`src/rtl/divider_pkg.sv`:
```
// Shared definitions for the restoring divider: FSM encoding and default width.
package divider_pkg;

  localparam int DEF_WIDTH = 4;

  typedef enum logic [1:0] {
    IDLE = 2'd0,
    CALC = 2'd1,
    DONE = 2'd2
  } state_t;

endpackage

```
`src/rtl/trial_subtractor.sv`:
```
// Combinational trial subtraction for one restoring step: difference = a - b,
// borrow set when b > a (the trial must be discarded).
module trial_subtractor #(
  parameter int W = 5
) (
  input  logic [W-1:0] minuend,
  input  logic [W-1:0] subtrahend,
  output logic [W-1:0] difference,
  output logic         borrow
);

  logic [W:0] full;

  // One extra bit on the left catches the borrow out of the MSB
  always_comb begin
    full       = {1'b0, minuend} - {1'b0, subtrahend};
    difference = full[W-1:0];
    borrow     = full[W];
  end

endmodule

```
`src/rtl/divider_restoring_4bit.sv`:
```
// Multi-cycle restoring divider. One quotient bit per CALC cycle, results
// registered on DONE entry and held until the next DONE entry.
module divider_restoring_4bit
  import divider_pkg::*;
#(
  parameter int WIDTH = DEF_WIDTH
) (
  input  logic             i_clk,
  input  logic             i_rst_n,
  input  logic             i_start,
  input  logic [WIDTH-1:0] i_Dividend,
  input  logic [WIDTH-1:0] i_Divisor,
  output logic             o_busy,
  output logic             o_done,
  output logic [WIDTH-1:0] o_Quotient,
  output logic [WIDTH-1:0] o_Remainder,
  output logic             o_div_by_zero
);

  localparam int CNT_W = $clog2(WIDTH + 1);

  state_t           state;
  logic [WIDTH:0]   rem;      // working remainder R
  logic [WIDTH-1:0] quo;      // working quotient Q (starts as the dividend)
  logic [WIDTH-1:0] dvs;      // latched divisor
  logic [CNT_W-1:0] cnt;      // completed steps

  logic [WIDTH:0]   shifted;  // R after the {R,Q} left shift
  logic [WIDTH:0]   diff;
  logic             borrow;

  // R stays below the divisor, so its top bit never feeds the next shift
  logic unused_rem_msb;
  assign unused_rem_msb = rem[WIDTH];

  assign shifted = {rem[WIDTH-1:0], quo[WIDTH-1]};

  trial_subtractor #(.W(WIDTH + 1)) u_trial (
    .minuend    (shifted),
    .subtrahend ({1'b0, dvs}),
    .difference (diff),
    .borrow     (borrow)
  );

  // FSM, step datapath and result registers; outputs are all registered
  always_ff @(posedge i_clk or negedge i_rst_n) begin
    if (!i_rst_n) begin
      state         <= IDLE;
      rem           <= '0;
      quo           <= '0;
      dvs           <= '0;
      cnt           <= '0;
      o_busy        <= 1'b0;
      o_done        <= 1'b0;
      o_Quotient    <= '0;
      o_Remainder   <= '0;
      o_div_by_zero <= 1'b0;
    end else begin
      case (state)
        CALC: begin
          if (cnt == CNT_W'(WIDTH)) begin
            // All steps done: publish the result
            state         <= DONE;
            o_busy        <= 1'b0;
            o_done        <= 1'b1;
            o_Quotient    <= quo;
            o_Remainder   <= rem[WIDTH-1:0];
            o_div_by_zero <= 1'b0;
          end else begin
            // Keep the trial on no borrow, otherwise restore the shifted R
            rem <= borrow ? shifted : diff;
            quo <= {quo[WIDTH-2:0], ~borrow};
            cnt <= cnt + 1'b1;
          end
        end
        default: begin
          // IDLE / DONE: a start here is accepted; DONE never lingers
          o_done <= 1'b0;
          o_busy <= 1'b0;
          state  <= IDLE;
          if (i_start) begin
            dvs <= i_Divisor;
            quo <= i_Dividend;
            rem <= '0;
            cnt <= '0;
            if (i_Divisor == '0) begin
              // Divide by zero short-circuits straight to a result
              state         <= DONE;
              o_done        <= 1'b1;
              o_Quotient    <= '1;
              o_Remainder   <= i_Dividend;
              o_div_by_zero <= 1'b1;
            end else begin
              state  <= CALC;
              o_busy <= 1'b1;
            end
          end
        end
      endcase
    end
  end

endmodule

```
`config.mk`:
```
export PLATFORM = sky130hd
export DESIGN_NAME = divider_restoring_4bit
export DESIGN_NICKNAME = d
export VERILOG_FILES = /design/src/rtl/divider_pkg.sv /design/src/rtl/trial_subtractor.sv /design/src/rtl/divider_restoring_4bit.sv
export SDC_FILE = /design/constraint.sdc
export NUM_CORES = 1
export LEC_CHECK = 0
export CAP_MARGIN = 40
export CORE_MARGIN = 2
export CORE_UTILIZATION = 52
export CTS_BUF_LIST = sky130_fd_sc_hd__clkbuf_4 sky130_fd_sc_hd__clkbuf_8 sky130_fd_sc_hd__clkbuf_16
export DETAILED_ROUTE_END_ITERATION = 8
export PLACE_DENSITY = 0.82
export SYNTH_ARGS = -nofsm -noshare
export SYNTH_HDL_FRONTEND = slang
export SYNTH_SLANG_ARGS = --single-unit
```
`constraint.sdc`:
```
create_clock -name i_clk -period 2.55 [get_ports i_clk]
set_clock_uncertainty 0.1 [all_clocks]
set_input_delay 0.51 -clock i_clk [delete_from_list [all_inputs] [get_ports i_clk]]
set_output_delay 0.51 -clock i_clk [all_outputs]
set_load 0.1 [all_outputs]
```
==> flow_summary.yaml <==
run_status:
  status: "finished, final reports clean"
critical_path:
  crit_fanout: 6
  critical_path.reg2reg.endpoint: "rem[0]"
  endpoint: "rem[0]"
  endpoint_kind: "register"
  crit_type: "register to register"
  rr_startpoint: "rem[0]"
  crit_required_ps: 2640
  cp-startpoint: "rem[0]"
  r2r_slack_ps: 480
  worstPathArrival_ps: 2160
  reg2reg_depth: 5
  start_kind: "register"
layout:
  seq_area_sq_um: 651
  diodes: 0
  drive_above_1_share: 0.203
  n_fill_cell: 192
  final_common_cell: "nand2_1"
  final_cell_mix: "27 x nand2_1, 26 x dfrtp_1, 12 x buf_4, 10 x clkdlybuf4s50_1, 9 x nor2_1"
  fin_area_sq_um: 1600
  syn2layout_area_growth_pct: 19.1
  layout.nets: 172
  multi_input_area_sq_um: 637
clocking:
  path_clk_slew_ps: 140
  numCtsBuffers: 3
  cts_root_buffer: "clkbuf_4"
  cts-htree-levels: 1
  cts_tree: "yes"
  cts_sinks: 26
  clock_path_buffers: 2
  cts_resized: 0
  post-cts-setup-buffer-count: 0
  hold_buffers: 0
  clkLatencyLatePin_ps: 320
sta:
  slew_viol_final: 0
  grt_setup_unrepaired: "no"
  fmax_mhz: 484
  final_hold_viol_count: 0
  relSlewSlack: 0.576
  period_needed_ps: 2070
  finalSetupViolCount: 0
  fin_setup_tns_ps: 0
  worst_slew_pin_slew_ps: 631
  period_share: 0.810
placed_design:
  hpwl_mm: 2.17
  place_congestion: 0.829
  place_area_sq_um: 1550
  numPortBuffers: 21
routing:
  antenna_left: 0
  totalWireLength_mm: 2.77
  routed-via-count: 1054
  drt-vias-per-instance: 5.76
  avgRoutedWirePerCell_um: 15.2
  first_pass_iters: 5
  drc: 0
  dr.first_iter.drc_count: 26
floorplanning:
  die_x_um: 54.8
  die_area_sq_um: 3000
  ioPinCount: 22
  core-area_sq_um: 2450
  core.rowCount: 18
  start_util: 0.546
  die_h_um: 54.8
grt:
  grt-ovfl-total: 0
  grt_antenna_before_repair: 0
  grt_pass1_wl_mm: 4.58
  first_global_vias: 1003
  track_usage: 0.216
  grt_max_degree: 27
logic_synthesis:
  synth_edf_count: 0
  synth_async_sr_flop_share: 1.00
  synth-seq-area-share: 0.485
  ys.flop_type: "dfrtp_1"
  avgSynthCellArea_sq_um: 10.3
  synth_seq_cells: 26
  synth_area_sq_um: 1340
  synth.net_count: 148
  yosys_warnings: 0
  synth.top_cell.area_share: 0.485
  yosys.area.top_type: "dfrtp_1"
  netlist_instances: 130
  synthTopCellsByArea: "dfrtp_1 49%, nand2_1 7.6%, mux2_2 6.7%, ha_1 5.6%, o21ai_0 3.0%"
  ys_types: 34
run:
  cap_violations: 0
hold_path:
  hp-class: "register to register"
  hold_depth: 1
-- state kept, by name, summed over array words and instances (netlist names) --
signal         count
o_busy             1
o_Quotient         4
o_Remainder        4
rem                4
o_div_by_zero      1
cnt                3
o_done             1
quo                4
dvs                4
-- synthesized netlist by cell type, types with 2 or more instances --
library cell  number
a21oi_1            7
nor2_1             9
inv_1              8
mux2_2             8
dfrtp_1           26
ha_1               6
o311ai_0           2
nand2_1           27
a21o_1             2
o211ai_1           2
o21ai_0            8
nand4_1            3
-- kinds of logic after synthesis --
kind of cell / synth area share
compound gates: 0.145
xor+xnor: 0.00653
fa+ha+maj: 0.0709
buf+inv: 0.0401
flops: 0.485
mux: 0.0746
simple gates: 0.178
-- how the worst min path moves through the flow --
stage,start,to,slack [ps]
after floorplan,i_rst_n,cnt[0],110
after global placement,o_div_by_zero,o_div_by_zero,370
after detailed placement,o_div_by_zero,o_div_by_zero,370
after CTS,o_div_by_zero,o_div_by_zero,410
after global routing,o_div_by_zero,o_div_by_zero,430
final,o_div_by_zero,o_div_by_zero,400
-- stage by stage --
stage,instances,util,hold slack (ps),worst slack [ps]
after floorplan,130,-,114,358
after global placement,179,0.629,373,354
after detailed placement,179,0.629,374,242
after CTS,183,0.651,406,492
after global routing,183,0.651,431,309
final,183,0.651,400,484
-- per-layer routing --
metal  wire length [um]  vias up  GRT usage
met5                  0        -          0
met4                 45        0     0.0750
met3                161        6     0.0301
met2               1360       38      0.355
met1               1210      511      0.290
li1                   -      499          -
-- worst max-delay path: stages, from the launching register on --
cell and delay (ps):
dfrtp_1 470, ha_1 310, nor2b_1 140, o31ai_1 530, and2_1 260, o311ai_0 130
-- area by class of cell --
| cell class | count | area share |
|---|---|---|
| sequential | 26 | 0.407 |
| multi-input combinational | 93 | 0.399 |
| timing repair buffer | 22 | 0.119 |
| tap | 30 | 0.0235 |
| clock inverter | 1 | 0.0188 |
| inverter | 8 | 0.0188 |
| clock buffer | 3 | 0.0141 |
Power is left out: the tool's default activity adds up to more than one toggle a clock period on the data nets, which glitch-free logic cannot reach.
